**config.mk**
```make
export PLATFORM = sky130hd
export DESIGN_NAME = spi_master_ctrl
export DESIGN_NICKNAME = d
export VERILOG_FILES = /design/src/rtl/spi_master_pkg.sv /design/src/rtl/spi_master_clkgen.sv /design/src/rtl/spi_master_ctrl.sv
export SDC_FILE = /design/constraint.sdc
export NUM_CORES = 1
export LEC_CHECK = 0
export ABC_AREA = 1
export ABC_CLOCK_PERIOD_IN_PS = 1400
export BUFFER_PORTS_ARGS = -buffer_cell sky130_fd_sc_hd__clkbuf_2
export CAP_MARGIN = 20
export CORE_ASPECT_RATIO = 2
export CORE_MARGIN = 5
export CORE_UTILIZATION = 50
export CTS_BUF_LIST = sky130_fd_sc_hd__clkbuf_16
export CTS_CLUSTER_SIZE = 12
export DETAILED_ROUTE_END_ITERATION = 10
export PLACE_DENSITY = 0.75
export SKIP_LAST_GASP = 1
export SLEW_MARGIN = 20
export SYNTH_ARGS = -nofsm -noshare
export SYNTH_HDL_FRONTEND = slang
export SYNTH_SLANG_ARGS = --single-unit
```
**constraint.sdc**
```tcl
create_clock -name clk -period 1.4 [get_ports clk]
set_clock_uncertainty 0.15 [all_clocks]
set_input_delay 0.07 -clock clk [delete_from_list [all_inputs] [get_ports clk]]
set_output_delay 0.07 -clock clk [all_outputs]
set_load 0.05 [all_outputs]
```
**src/rtl/spi_master_pkg.sv**
```systemverilog
// Shared types and constants for the SPI register-access initiator.
// Frame layout (MSB first): {rw, addr[6:0], data[7:0]}; rw=1 is a read.
package spi_master_pkg;

    // Frame sequencer states, in the order a frame walks through them.
    typedef enum logic [2:0] {
        ST_IDLE,
        ST_SETUP,
        ST_SHIFT,
        ST_HOLD,
        ST_GAP
    } state_t;

    // Field widths at the default configuration.
    localparam int ADDR_W     = 7;
    localparam int DATA_W     = 8;
    localparam int CMD_BITS   = 1 + ADDR_W;            // command byte {rw, addr}
    localparam int FRAME_BITS = CMD_BITS + DATA_W;     // 16
    localparam int RW_BIT     = FRAME_BITS - 1;        // 15

    // Largest of three values; sizes the shared SETUP/HOLD/GAP wait counter.
    function automatic int max3(input int a, input int b, input int c);
        int m;
        m = (a > b) ? a : b;
        return (m > c) ? m : c;
    endfunction

endpackage

```
**src/rtl/spi_master_clkgen.sv**
```systemverilog
// SCLK timing generator: while enabled, emits single-cycle rise_en/fall_en
// strobes alternately every CLK_DIV clk cycles, starting with a rise after
// CLK_DIV low cycles. Disabling returns it to the SCLK-low phase.
module spi_master_clkgen
    import spi_master_pkg::*;
#(
    parameter int CLK_DIV = 4
) (
    input  logic clk,
    input  logic reset_n,
    input  logic enable,
    output logic rise_en,
    output logic fall_en
);

    localparam int DIV_W = (CLK_DIV > 1) ? $clog2(CLK_DIV) : 1;

    logic [DIV_W-1:0] div_cnt;
    logic             sclk_high;
    logic             half_done;

    assign half_done = enable && (div_cnt == DIV_W'(CLK_DIV - 1));
    assign rise_en   = half_done && !sclk_high;
    assign fall_en   = half_done &&  sclk_high;

    // Half-period counter and current SCLK phase.
    // NOTE: reset here is synchronous -- reset_n is only looked at on the clock edge.
    always_ff @(posedge clk) begin
        if (!reset_n || !enable) begin
            div_cnt   <= '0;
            sclk_high <= 1'b0;
        end else if (half_done) begin
            div_cnt   <= '0;
            sclk_high <= ~sclk_high;
        end else begin
            div_cnt   <= div_cnt + 1'b1;
        end
    end

endmodule

```
**src/rtl/spi_master_ctrl.sv**
```systemverilog
// SPI mode-0 initiator for the register-access protocol: one CS frame carries
// {rw, addr} then one data byte, MSB first; the data-phase MISO byte is returned.
// Optional feature: define SPI_MASTER_LOOPBACK_EN to let cfg_loopback feed the
// internal MOSI back into the sampler instead of spi_miso.
module spi_master_ctrl
    import spi_master_pkg::*;
#(
    parameter int CLK_DIV   = 4,
    parameter int ADDR_BITS = ADDR_W,
    parameter int DATA_BITS = DATA_W,
    parameter int CS_SETUP  = 2,
    parameter int CS_HOLD   = 2,
    parameter int CS_GAP    = 4
) (
    input  logic                 clk,
    input  logic                 reset_n,
    input  logic                 req_valid,
    output logic                 req_ready,
    input  logic                 req_rw,
    input  logic [ADDR_BITS-1:0] req_addr,
    input  logic [DATA_BITS-1:0] req_wdata,
    input  logic                 cfg_loopback,
    output logic                 resp_valid,
    output logic [DATA_BITS-1:0] resp_rdata,
    output logic                 busy,
    output logic                 spi_cs0,
    output logic                 spi_clk,
    output logic                 spi_mosi,
    input  logic                 spi_miso
);

    localparam int FRAME_W = 1 + ADDR_BITS + DATA_BITS;
    localparam int CMD_W   = 1 + ADDR_BITS;
    localparam int BIT_W   = $clog2(FRAME_W);
    localparam int WAIT_W  = $clog2(max3(CS_SETUP, CS_HOLD, CS_GAP) + 1);

    state_t               state;
    state_t               state_nxt;
    logic [FRAME_W-1:0]   tx_sreg;
    logic [DATA_BITS-1:0] rx_sreg;
    logic [BIT_W-1:0]     bit_cnt;
    logic [WAIT_W-1:0]    wait_cnt;
    logic                 rise_en;
    logic                 fall_en;
    logic                 accept;
    logic                 frame_done;
    logic                 cs0_nxt;
    logic                 wait_run;
    logic                 data_phase;
    logic                 sample_bit;

    assign req_ready  = (state == ST_IDLE);
    assign busy       = (state != ST_IDLE);
    assign spi_mosi   = tx_sreg[FRAME_W-1];
    assign data_phase = (bit_cnt >= BIT_W'(CMD_W));

`ifdef SPI_MASTER_LOOPBACK_EN
    assign sample_bit = cfg_loopback ? spi_mosi : spi_miso;
`else
    // cfg_loopback has no effect in this build.
    logic unused_cfg_loopback;
    assign unused_cfg_loopback = cfg_loopback;
    assign sample_bit          = spi_miso;
`endif

    spi_master_clkgen #(
        .CLK_DIV (CLK_DIV)
    ) u_clkgen (
        .clk     (clk),
        .reset_n (reset_n),
        .enable  (state == ST_SHIFT),
        .rise_en (rise_en),
        .fall_en (fall_en)
    );

    // State register.
    // NOTE: sequential state uses non-blocking (<=) so every flop samples pre-edge values.
    always_ff @(posedge clk) begin
        if (!reset_n) begin
            state <= ST_IDLE;
        end else begin
            state <= state_nxt;
        end
    end

    // Next-state decode plus the per-cycle strobes that steer the datapath.
    // NOTE: every output gets a default first so no path leaves a value held (no latches).
    always_comb begin
        state_nxt  = state;
        accept     = 1'b0;
        frame_done = 1'b0;
        wait_run   = 1'b0;
        unique case (state)
            ST_IDLE: begin
                if (req_valid) begin
                    accept    = 1'b1;
                    state_nxt = ST_SETUP;
                end
            end
            ST_SETUP: begin
                wait_run = 1'b1;
                if (wait_cnt == WAIT_W'(CS_SETUP - 1)) state_nxt = ST_SHIFT;
            end
            ST_SHIFT: begin
                if (fall_en && (bit_cnt == BIT_W'(FRAME_W - 1))) state_nxt = ST_HOLD;
            end
            ST_HOLD: begin
                wait_run = 1'b1;
                if (wait_cnt == WAIT_W'(CS_HOLD - 1)) begin
                    frame_done = 1'b1;
                    state_nxt  = ST_GAP;
                end
            end
            ST_GAP: begin
                wait_run = 1'b1;
                if (wait_cnt == WAIT_W'(CS_GAP - 1)) state_nxt = ST_IDLE;
            end
            default: state_nxt = ST_IDLE;
        endcase
        cs0_nxt = !((state_nxt == ST_SETUP) || (state_nxt == ST_SHIFT) || (state_nxt == ST_HOLD));
    end

    // Registered pin drivers, shift registers, counters and the response.
    always_ff @(posedge clk) begin
        if (!reset_n) begin
            tx_sreg    <= '0;
            rx_sreg    <= '0;
            bit_cnt    <= '0;
            wait_cnt   <= '0;
            spi_cs0    <= 1'b1;
            spi_clk    <= 1'b0;
            resp_valid <= 1'b0;
            resp_rdata <= '0;
        end else begin
            spi_cs0    <= cs0_nxt;
            resp_valid <= frame_done;

            if (state_nxt != state) begin
                wait_cnt <= '0;
            end else if (wait_run) begin
                wait_cnt <= wait_cnt + 1'b1;
            end

            // MOSI presents bit 15 from CS low onwards and advances on each SCLK fall.
            if (accept) begin
                tx_sreg <= {req_rw, req_addr, req_wdata};
                bit_cnt <= '0;
            end else if (fall_en) begin
                tx_sreg <= {tx_sreg[FRAME_W-2:0], 1'b0};
                bit_cnt <= bit_cnt + 1'b1;
            end

            // MISO is sampled on the edge that raises SCLK; only data-phase bits are kept.
            if (rise_en) begin
                spi_clk <= 1'b1;
                if (data_phase) rx_sreg <= {rx_sreg[DATA_BITS-2:0], sample_bit};
            end else if (fall_en) begin
                spi_clk <= 1'b0;
            end

            if (frame_done) resp_rdata <= rx_sreg;
        end
    end

endmodule

```
# [Word level (Yosys, flattened, before mapping)]
# Index checks and enable logic that the tools add are counted.
[op_classes] muxes=15 n_eq_ne=12 reduce_logical=20 magnitude_cmp=1 bitwise_logic=2 addsub=3
[ops] operator="$mux 16" n=2
[ops] operator="$eq 3x2->1 const B" n=5
[ops] operator="$mux 3" n=5
[ops] operator="$pmux 3 s5" n=1
[ops] operator="$eq 3x1->1 const B" n=3
[ops] operator="$mux 1" n=7
[ops] operator="$reduce_or 2->1" n=3
[ops] operator="$add 4x1->4 const B" n=1
[ops] operator="$eq 4x4->1 const B" n=1
[ops] operator="$ge 4x4->1 const B" n=1
[ops] operator="$logic_and 1x1->1" n=4
[ops] operator="$logic_not 1->1" n=4
[ops] operator="$reduce_bool 2->1" n=2
[ops] operator="$add 3x1->3 const B" n=1
[ops] operator="$eq 3x3->1 const B" n=1
[ops] operator="$logic_not 3->1" n=1
[ops] operator="$logic_or 1x1->1" n=3
[ops] operator="$ne 3x3->1" n=1
[ops] operator="$reduce_bool 3->1" n=1
[ops] operator="$reduce_or 3->1" n=1
[ops] operator="$add 2x1->2 const B" n=1
[ops] operator="$eq 2x2->1 const B" n=1
[ops] operator="$not 1->1" n=2
[ops] operator="$reduce_and 2->1" n=1
[word_totals] output_inout_bits=14 elab_cells=64 in_bits=21 reg_bits=48

# [Depth between registers and ports, before layout]
# Gate-level depths: netlist of run 1.
[logic_depth] depth_word=10 mapped_depth=10 mapped_depth_nobuf=10

# [By module]
# Synthesis of run 1 repeated with hierarchy kept, for this count alone.
[unflattened] cells_unflattened=267 area_unflattened_um2=2072.0
[by_module_without_submodules] module="spi_master_ctrl" n_inst=1 area_each_um2=1940.6 cells_per_inst=250 seq_area_each_um2=900.9
[by_module_without_submodules] module="spi_master_clkgen" n_inst=1 area_each_um2=131.4 cells_per_inst=17 seq_area_each_um2=60.1

# [Least setup slack after synthesis of run 1]
# No wires, ideal clock.
[synth_path] path_kind="register to register" startpoint="register u_clkgen.div_cnt[0]" endpoint="register bit_cnt[2]" setup_time_ns=0.119 stages_incl_launch_ff=8 required_ns=1.131 arrival_ns=1.219 setup_slack_ns=-0.088 n_path_buf=1 period_less_slack_ns=1.488 cell_sequence="dfxtp_1 ha_1 inv_1 nor3_4 nand2_1 buf_2 o21ai_1 a21oi_1"
[synth_between] elab_chain_cells=3
[synth_rtl] item="start: declaration" line="spi_master_clkgen.sv:18" source="logic [DIV_W-1:0] div_cnt;"
[synth_rtl] item="start signal: assignment" line="spi_master_clkgen.sv:36" source="div_cnt <= div_cnt + 1'b1;"
[synth_rtl] item="$eq 2x2->1" line="spi_master_clkgen.sv:22" source="assign half_done = enable && (div_cnt == DIV_W'(CLK_DIV - 1));"
[synth_rtl] item="$logic_and 1x1->1" line="spi_master_clkgen.sv:22"
[synth_rtl] item="$logic_and 1x1->1" line="spi_master_clkgen.sv:24" source="assign fall_en = half_done && sclk_high;"
[synth_rtl] item="end signal: assignment" line="spi_master_ctrl.sv:150" source="bit_cnt <= bit_cnt + 1'b1;"
[synth_rtl] item="end: declaration" line="spi_master_ctrl.sv:41" source="logic [BIT_W-1:0] bit_cnt;"
# Every way passes these cells.
# A chain may end at the register's enable or synchronous reset.

# [Worst setup path after layout of run 1]
[layout_path] startpoint="register u_clkgen.div_cnt[0]" endpoint="register tx_sreg[14]"
[layout_between] elab_chain_cells=4
[layout_rtl] item="$eq 2x2->1" line="spi_master_clkgen.sv:22"
[layout_rtl] item="$logic_and 1x1->1" line="spi_master_clkgen.sv:22"
[layout_rtl] item="$logic_and 1x1->1" line="spi_master_clkgen.sv:24"
[layout_rtl] item="$reduce_bool 2->1 (no source line)"
[layout_rtl] item="end signal: assignment" line="spi_master_ctrl.sv:146" source="tx_sreg <= {req_rw, req_addr, req_wdata};"
[layout_rtl] item="end signal: assignment" line="spi_master_ctrl.sv:149" source="tx_sreg <= {tx_sreg[FRAME_W-2:0], 1'b0};"
[layout_rtl] item="end: declaration" line="spi_master_ctrl.sv:39" source="logic [FRAME_W-1:0] tx_sreg;"
# Every way passes these cells.

==> flow_summary.json, run 1 <==
{
  "status": "finished, violations left",
  "violations": "setup timing",
  "rows": 33,
  "nFillCells": 277,
  "syn_area_per_cell_um2": 7.09,
  "vias_per_cell": 5.22,
  "drtPass1Iterations": 4,
  "crit_fanout": 7,
  "synth_cell_type_count": 25,
  "cts_max_level": 2,
  "r2r_start": "u_clkgen.div_cnt[0]",
  "crit_path_end_kind": "flip-flop",
  "synth_seq_cells": 48,
  "initial_core_util": 0.515,
  "gp_congestion": 0.793,
  "vias": 2281,
  "synth_edf_count": 0,
  "yosysTopAreaCell": "dfxtp_1",
  "min_to": "tx_sreg[13]",
  "cts_root_buffer": "clkbuf_16",
  "final_nets": 411,
  "cp_num_buf_inv": 3,
  "synthTopCellsByArea": "dfxtp_1 (45%), nand2_1 (17%), nand3_1 (7.3%)",
  "relSlewSlack": 0.807,
  "coreArea_um2": 4130,
  "crit_chain": "ha_4 > inv_4 > nor3_4 > nand2_2 > nand2_4 > buf_12 > buf_16 > nand2_2 > a21oi_1",
  "place_area_um2": 2490,
  "worst-endpoint-arrival_ns": 1.60,
  "ys.flop_type": "dfxtp_1",
  "die_w_um": 56.1,
  "final_area_um2": 3200,
  "leakage_nw": 1.40,
  "diodes": 0,
  "clk_pin_slew_ns": 0.07,
  "cts_max_path_buffers": 2,
  "die_area_um2": 5740,
  "wl_um": 6280,
  "synth_top_area_share": 0.452,
  "synth_warnings": 0,
  "p_comb_frac": 0.165,
  "drive_gt1_frac": 0.356,
  "grt_usage": 0.195,
  "wl_met1_um": 2230,
  "p_sw_w": 0.000876,
  "min-delay-start": "req_addr[5]",
  "overflow": 0,
  "start_kind": "flip-flop",
  "slowest_delay_ns": 0.37,
  "setup_viol": 34,
  "drc": 0,
  "cp_slowest_cell": "dfxtp_2",
  "r2r_setup_slack_ns": -0.13,
  "grt_pass1_vias": 2098,
  "multi_input_area_um2": 1210,
  "p_seq_frac": 0.449,
  "grt_setup_unrepaired": "true",
  "dp_slack_ns": -0.117,
  "drt_iter0_markers": 93,
  "syn_area_um2": 2130,
  "maxCapViolations": 0,
  "worst_slack_ns": -0.131,
  "cts_tree": "built",
  "top_layer": "met4",
  "area_delta_synth_final_pct": 50.4,
  "hpwl_um": 3430,
  "fin_util": 0.775,
  "met2WireLength_um": 3660,
  "synth_nets": 327,
  "postRouteAntennaNets": 0,
  "critPathKind": "reg2reg",
  "cts.sink_count": 48,
  "tightest_slew_ns": 0.291,
  "switching_share": 0.275,
  "fin_crit_ns": 1.53,
  "rr_endpoint": "tx_sreg[14]",
  "pwr_density_cell_nw_per_um2": 995,
  "antenna_found_initial": 0,
  "numCtsBuffers": 5,
  "clock_latency_ns": 0.29,
  "min_path_cells": 5,
  "io_pins": 35,
  "yosysSeqAreaShare": 0.452,
  "register_area_um2": 982,
  "wl_met3_um": 237,
  "synth_top_cells_by_count": "nand2_1 (99), dfxtp_1 (48), nand3_1 (31)",
  "finalCritPeriodShare": 1.09,
  "hold_viol": 0,
  "io_buffers": 33,
  "slew_violations": 0,
  "wl_per_cell_um": 14.4,
  "grt_pass1_wl_um": 9080,
  "critical_path.most_common_cell": "nand2_2",
  "async_flop_share": 0,
  "die_height_um": 102,
  "cp_top_family": "simple AND/OR/NAND/NOR gates",
  "cp.required_ns": 1.47,
  "synth_cells": 300,
  "ir_drop_uv": 1050,
  "max_freq_mhz": 653,
  "hp-class": "in2reg",
  "grt_max_degree": 18,
  "pwr-share-clk": 0.386,
  "synth.most_common_cell": "nand2_1",
  "cell_internal_pwr_w": 0.00231,
  "reg2regPathDepth": 9
}
==> layout make-up <==
class | count | share of cell area
sequential | 48 | 0.307
clock buffer | 5 | 0.0391
timing repair buffer | 87 | 0.212
multi-input combinational | 218 | 0.379
inverter | 24 | 0.0344
clock inverter | 3 | 0.00821
tap | 52 | 0.0203
==> power groups by stage <==
stage,clock [W],combinational [W],sequential [W]
detailed placement,0,0.000362,0.00146
global placement,0,0.000357,0.00146
CTS,0.00124,0.000439,0.00143
global route,0.00131,0.000566,0.00143
floorplan,0,0.000238,0.00147
finish,0.00123,0.000524,0.00143
==> registers in the layout (all words and copies together), names as in the netlist, 2 cells and up <==
register and flops:
state 3, wait_cnt 3, bit_cnt 4, resp_rdata 8, rx_sreg 8, tx_sreg 16
u_clkgen.div_cnt 2
==> logic make-up (layout without fill, tap and decap cells) <==
logic type               count (synthesis)  in the layout  synth area share
AO/OA/AOI/OAI                           39             39            0.0929
XOR/XNOR                                 2              2           0.00824
adder cells (fa/ha/maj)                  6              6            0.0353
buffers and inverters                   35            119            0.0723
flip-flops                              48             48             0.452
AND/OR/NAND/NOR                        170            171             0.339
==> metrics by stage <==
step | cells | TNS, ns | power (W) | hold WS [ns]
CTS | 429 | -2.61 | 0.00310 | 0.00198
global placement | 397 | -1.91 | 0.00181 | 0.166
global route | 437 | -5.21 | 0.00331 | 0.00145
detailed placement | 397 | -2.62 | 0.00182 | 0.196
floorplan | 300 | -0.000507 | 0.00170 | 0.0672
finish | 437 | -2.21 | 0.00318 | 0.00516
==> worst min-delay path, stage by stage <==
cell and delay [ns]:
clkbuf_2 0.08, nand2_1 0.07, nand2_1 0.06, nand2_1 0.07, a21oi_2 0.05
==> what timing repair did <==
action | in CTS | in global routing
endpoints found under the hold margin | 22 | 0
resized for setup | 23 | 62
pin swaps | 4 | 20
setup buffers | 5 | 8
hold buffers | 17 | 0
cloned | 2 | 1
endpoints found under the setup margin | 45 | 47
==> placed cells by master, fill, tap and decap left out, types with 7 or more instances in the layout <==
master,count
nand2_1,87
dfxtp_1,39
clkbuf_2,31
nand3_1,29
buf_4,29
nor2_1,27
dlygate4sd3_1,17
a21oi_1,16
inv_1,14
nand2_2,10
a21oi_2,9
o21ai_1,8
buf_6,7
==> how the worst max path moves through the flow <==
stage	startpoint	to	slack, ns	cells past startpoint
2_1_floorplan	state[2]	bit_cnt[2]	-0.0005	7
3_3_place_gp	state[0]	tx_sreg[13]	-0.08	7
3_5_place_dp	state[0]	tx_sreg[13]	-0.12	7
4_1_cts	u_clkgen.div_cnt[0]	tx_sreg[14]	-0.12	8
5_1_grt	u_clkgen.div_cnt[0]	tx_sreg[14]	-0.23	9
6_report	u_clkgen.div_cnt[0]	tx_sreg[14]	-0.13	9
==> routing by layer <==
layer,global-route usage,vias up
met5,0,-
met4,0.0768,0
met3,0.0392,13
met2,0.402,61
met1,0.180,1087
li1,-,1120
Note: power is estimated with default switching activity, not from simulation.
==> run 2, diff against run 1 <==
--- a/config.mk
+++ b/config.mk
@@ -7,7 +7,7 @@
 export LEC_CHECK = 0
 export ABC_AREA = 1
 export ABC_CLOCK_PERIOD_IN_PS = 1400
-export BUFFER_PORTS_ARGS = -buffer_cell sky130_fd_sc_hd__clkbuf_2
+export BUFFER_PORTS_ARGS = -buffer_cell sky130_fd_sc_hd__buf_2
 export CAP_MARGIN = 20
 export CORE_ASPECT_RATIO = 2
 export CORE_MARGIN = 5
==> run 2 against run 1 <==
The flow still finishes with violations (setup timing). Core utilization grew 3.5 points. Clock power about the same. Sequential power is essentially flat. Worst hold slack better by 0.15 ns. Cell area increased by 4.5%. Global-route usage up 3.2 points. Fmax shrank 5.1%. Critical endpoint is now wait_cnt[1]. Final cell count increased by 0.92%. First-iteration DRC count rose by 22%. Critical path type unchanged. Wire length rose by 13%. Via count rose by 5.1%.
==> flow_summary.json, run 2 (synthesis gave the netlist of run 1 again) <==
{
  "status": "finished, violations left",
  "violations": "setup timing",
  "diodes": 0,
  "maxCapViolations": 0,
  "die_w_um": 56.1,
  "rows": 33,
  "cts_root_buffer": "clkbuf_16",
  "top_regs": "tx_sreg: 16 flops, resp_rdata: 8 flops, rx_sreg: 8 flops",
  "wl_um": 7070,
  "ir_drop_uv": 1020,
  "pwr-share-clk": 0.386,
  "relSlewSlack": 0.818,
  "p_seq_frac": 0.443,
  "area_delta_synth_final_pct": 57.2,
  "wl_per_cell_um": 16.0,
  "top_register": "tx_sreg",
  "io_pins": 35,
  "crit_fanout": 4,
  "grt_setup_unrepaired": "true",
  "antenna_found_initial": 0,
  "tns_ns": -5.26,
  "hold_viol": 0,
  "grt_max_degree": 18,
  "max_freq_mhz": 620,
  "cts.sink_count": 48,
  "io_buffers": 33,
  "grt_usage": 0.227,
  "grt_pass1_wl_um": 10300,
  "pwr_density_cell_nw_per_um2": 964,
  "clock_latency_ns": 0.29,
  "leakage_nw": 1.47,
  "final_nets": 415,
  "p_comb_frac": 0.171,
  "cell_internal_pwr_w": 0.00231,
  "drive_gt1_frac": 0.386,
  "drt_iter0_markers": 113,
  "setup_viol": 36,
  "switching_share": 0.282,
  "slew_violations": 0,
  "cts_max_level": 2,
  "hpwl_um": 3220,
  "cp.required_ns": 1.44,
  "overflow": 0,
  "numCtsBuffers": 5,
  "largest_reg_flops": 16,
  "fin_util": 0.810,
  "worst_hold_slack_ns": 0.153,
  "r2r_setup_slack_ns": -0.21,
  "initial_core_util": 0.515,
  "drtPass1Iterations": 4,
  "die_area_um2": 5740,
  "coreArea_um2": 4130,
  "hp-class": "in2reg",
  "clk_pin_slew_ns": 0.07,
  "gp_congestion": 0.837,
  "layout_commonest_cell": "nand2_1",
  "tightest_slew_ns": 0.272,
  "reg2regPathDepth": 9,
  "p_sw_w": 0.000909,
  "cts_tree": "built",
  "worst_slack_ns": -0.214,
  "vias": 2397,
  "crit_path_end_kind": "flip-flop",
  "layout_common_cells": "nand2_1 (93), dfxtp_1 (39), buf_2 (31), buf_4 (26)",
  "grt_pass1_vias": 2315,
  "drc": 0,
  "postRouteAntennaNets": 0,
  "critPathKind": "reg2reg",
  "finalCritPeriodShare": 1.15,
  "fin_crit_ns": 1.61,
  "worst-endpoint-arrival_ns": 1.65,
  "cts_max_path_buffers": 2,
  "min_path_cells": 4,
  "die_height_um": 102,
  "start_kind": "flip-flop",
  "vias_per_cell": 5.44
}
run 2: cell count changes in the layout (fill, tap and decap cells not counted), moves of 3 or more:
cell,change
buf_4,-3
buf_2,+31
nand3_1,-8
nand2_2,-7
nor2_2,+6
clkbuf_2,-31
nor2_1,-6
nand2_1,+6
a21oi_2,-3
nand3_2,+9
run 2: through the flow:
stage	instance area (µm²)	std cells	power (W)	setup slack (ns)
global route	3340	441	0.00335	-0.275
floorplan	2140	300	0.00170	-0.000507
detailed placement	2480	397	0.00182	-0.115
global placement	2480	397	0.00181	-0.0950
finish	3340	441	0.00322	-0.214
CTS	3100	433	0.00314	-0.118
run 2: timing repair:
action / CTS / global route
gates resized for setup: 62 / 43
pin swaps: 18 / 21
endpoints found under the setup margin: 47 / 45
cloned: 4 / 2
hold buffers: 18 / 0
hold endpoints to repair: 24 / 0
buffers inserted: 6 / 9
run 2: worst paths after layout:
check	startpoint	to
min	req_valid	tx_sreg[6]
min reg2reg	u_clkgen.div_cnt[0]	u_clkgen.div_cnt[0]
max	state[2]	wait_cnt[1]
max reg2reg	state[2]	wait_cnt[1]
run 2: worst max-delay path: stages, from the launching register on:
cell and delay, ns:
dfxtp_4 0.37, inv_4 0.07, nand2_4 0.06, buf_6 0.12, nor2_4 0.13, nand4_1 0.26
nand2_1 0.16, nand2_1 0.07, nand2_2 0.08, nor2_2 0.04
run 2: power by group through the flow:
stage | Combinational, W | Clock (W) | Sequential, W
4_1_cts | 0.000457 | 0.00126 | 0.00142
3_3_place_gp | 0.000361 | 0 | 0.00145
3_5_place_dp | 0.000365 | 0 | 0.00145
5_1_grt | 0.000594 | 0.00132 | 0.00143
2_1_floorplan | 0.000238 | 0 | 0.00147
6_report | 0.000552 | 0.00124 | 0.00143
run 2: routing by layer:
| metal | global-route usage | routed length (µm) | part of all wire |
|---|---|---|---|
| met3 | 0.0455 | 306 | 0.043 |
| met2 | 0.436 | 3950 | 0.56 |
| met5 | 0 | 0 | 0 |
| met4 | 0.115 | 344 | 0.049 |
| met1 | 0.226 | 2470 | 0.35 |
run 2: cell type report:
class	count	area, µm²
clock buffers	5	125
flip-flops and latches	48	980
well taps	52	65.1
clock inverters	3	26.3
repair buffers	89	742
inverters	24	109
multi-input cells	220	1300
fillers	244	786
==> run 3, diff against run 2 <==
--- a/config.mk
+++ b/config.mk
@@ -6,16 +6,16 @@
 export NUM_CORES = 1
 export LEC_CHECK = 0
 export ABC_AREA = 1
-export ABC_CLOCK_PERIOD_IN_PS = 1400
+export ABC_CLOCK_PERIOD_IN_PS = 1700
 export BUFFER_PORTS_ARGS = -buffer_cell sky130_fd_sc_hd__buf_2
 export CAP_MARGIN = 20
 export CORE_ASPECT_RATIO = 2
 export CORE_MARGIN = 5
-export CORE_UTILIZATION = 50
+export CORE_UTILIZATION = 55
 export CTS_BUF_LIST = sky130_fd_sc_hd__clkbuf_16
 export CTS_CLUSTER_SIZE = 12
 export DETAILED_ROUTE_END_ITERATION = 10
-export PLACE_DENSITY = 0.75
+export PLACE_DENSITY = 0.78
 export SKIP_LAST_GASP = 1
 export SLEW_MARGIN = 20
 export SYNTH_ARGS = -nofsm -noshare
==> constraint.sdc (replaced) <==
create_clock -name clk -period 1.7 [get_ports clk]
set_clock_uncertainty 0.15 [all_clocks]
set_input_delay 0.085 -clock clk [delete_from_list [all_inputs] [get_ports clk]]
set_output_delay 0.085 -clock clk [all_outputs]
set_load 0.05 [all_outputs]
==> run 3 against run 2 <==
The run ends with hold timing left. Clock power is 22% lower. Combinational power fell by 47%. Wire length is 37% lower. Worst hold slack got worse by 0.15 ns. Global-route usage is 3.7 points lower. Sequential share of layout area grew 6.9 points. Core utilization down 11 points. Critical path type unchanged. Critical endpoint is now bit_cnt[2].
==> flow_summary.json, run 3 (synthesis gave the netlist of run 1 again) <==
{
  "final_area_um2": 2660,
  "wl_um": 4480,
  "maxCapViolations": 0,
  "initial_core_util": 0.559,
  "crit_path_end_kind": "flip-flop",
  "final_nets": 375,
  "die_area_um2": 5290,
  "gp_congestion": 0.809,
  "r2r_setup_slack_ns": 0.10,
  "cp.required_ns": 1.73,
  "drt_iter0_markers": 31,
  "layout_commonest_cell": "nand2_1",
  "vias": 1988,
  "worst-endpoint-arrival_ns": 1.63,
  "nFillCells": 327,
  "numCtsBuffers": 5,
  "r2r_start": "u_clkgen.div_cnt[0]",
  "max_freq_mhz": 625,
  "register_area_um2": 962,
  "cts_tree": "built",
  "crit_fanout": 12,
  "dpl.cell_count": 380,
  "wl_per_cell_um": 11.2,
  "startpoint": "u_clkgen.div_cnt[0]",
  "grt_pass1_wl_um": 7730,
  "largest_reg_flops": 16,
  "worst_hold_slack_ns": -0.0000601,
  "rr_endpoint": "bit_cnt[2]",
  "cts.sink_count": 48,
  "diodes": 0,
  "hp-class": "in2reg",
  "drc": 0,
  "top_register": "tx_sreg",
  "grt_pass1_vias": 1925,
  "status": "finished, violations left",
  "reg2regPathDepth": 7,
  "grt_usage": 0.190,
  "clk_pin_slew_ns": 0.07,
  "finalCritPeriodShare": 0.941,
  "top_regs": "tx_sreg: 16 flops, resp_rdata: 8 flops, rx_sreg: 8 flops",
  "rows": 32,
  "worstSetupEndpoint": "bit_cnt[2]",
  "antenna_found_initial": 0,
  "cts_root_buffer": "clkbuf_16",
  "tightest_slew_ns": 0.372,
  "die_height_um": 97.9,
  "slew_violations": 0,
  "layout_common_cells": "nand2_1 (98), dfxtp_1 (47), buf_2 (33), nand3_1 (31), nor2_1 (28)",
  "drtPass1Iterations": 4,
  "fin_crit_ns": 1.60,
  "hold_viol": 1,
  "pwr_density_cell_nw_per_um2": 916,
  "relSlewSlack": 0.752,
  "io_buffers": 33,
  "critPathKind": "reg2reg",
  "violations": "hold timing",
  "hpwl_um": 3190,
  "leakage_nw": 1.18,
  "overflow": 0,
  "clock_latency_ns": 0.29,
  "setup_viol": 0,
  "ir_drop_uv": 980,
  "io_pins": 35,
  "final-instance-count-excl-fill": 400,
  "multi_input_area_um2": 1040,
  "place_area_um2": 2360,
  "coreArea_um2": 3800,
  "cts_max_path_buffers": 2,
  "cts_max_level": 2,
  "area_delta_synth_final_pct": 25.0,
  "drive_gt1_frac": 0.186,
  "start_kind": "flip-flop",
  "vias_per_cell": 4.97,
  "postRouteAntennaNets": 0,
  "grt_max_degree": 24,
  "die_w_um": 54.0
}
-- run 3: cell count changes in the layout (fill, tap and decap cells not counted), moves of 6 or more --
cell	delta
buf_6	-8
buf_4	-20
dlygate4sd3_1	-7
o21ai_0	+9
nor2_1	+7
a21oi_1	+7
dfxtp_1	+8
a21oi_2	-6
nand3_1	+10
nand3_2	-12
-- run 3: worst min-delay path by stage --
stage,start,to,slack (ns),cells after the start
final,req_wdata[3],tx_sreg[3],-0.00006,5
after global routing,req_wdata[3],tx_sreg[3],0.03,5
after CTS,req_addr[2],tx_sreg[10],0.0001,5
after detailed placement,req_wdata[0],tx_sreg[0],0.20,3
after floorplan,req_wdata[0],tx_sreg[0],0.08,2
after global placement,spi_miso,rx_sreg[0],0.19,3
-- run 3: routing by layer --
| layer | GRT usage | wire [µm] | vias to the layer above |
|---|---|---|---|
| li1 | - | - | 1052 |
| met1 | 0.199 | 1760 | 897 |
| met2 | 0.336 | 2460 | 30 |
| met3 | 0.0382 | 131 | 9 |
| met4 | 0.0940 | 127 | 0 |
| met5 | 0 | 0 | - |
-- run 3: cell type report --
type,count,area share
clock inverters,3,0.00894
well taps,51,0.0240
clock buffers,5,0.0471
flip-flops and latches,48,0.362
repair buffers,52,0.132
inverters,24,0.0348
multi-input cells,217,0.391
-- run 3: report_power, final --
group	internal, W	total, W	switching (W)
clock	0.000547	0.000965	0.000418
combinational	0.000111	0.000295	0.000184
sequential	0.00115	0.00118	0.0000220
-- run 3: timing repair --
| action | 4_1_cts | 5_1_grt |
|---|---|---|
| hold buffers | 11 | 0 |
| endpoints found under the hold margin | 11 | 0 |
| resized for setup | 0 | 10 |
| setup buffers | 0 | 1 |
| setup endpoints to repair | 0 | 28 |
-- run 3: worst max-delay path, stage by stage, from the launching register on --
cell	delay, ns
dfxtp_1	0.34
ha_2	0.21
inv_1	0.08
nor3_4	0.21
nand2_2	0.14
buf_6	0.17
o21ai_1	0.12
a21oi_1	0.07
-- run 3: stage by stage --
stage	setup TNS [ns]	utilization	total power [W]	hold WS (ns)	setup slack, ns
final	0	0.699	0.00244	-0.0000601	0.100
after global routing	-0.00977	0.699	0.00255	0.0310	-0.00559
after CTS	0	0.688	0.00245	0.000127	0.0163
after detailed placement	0	0.620	0.00147	0.202	0.0305
after global placement	0	0.620	0.00147	0.194	0.0686
after floorplan	0	-	0.00140	0.0822	0.200
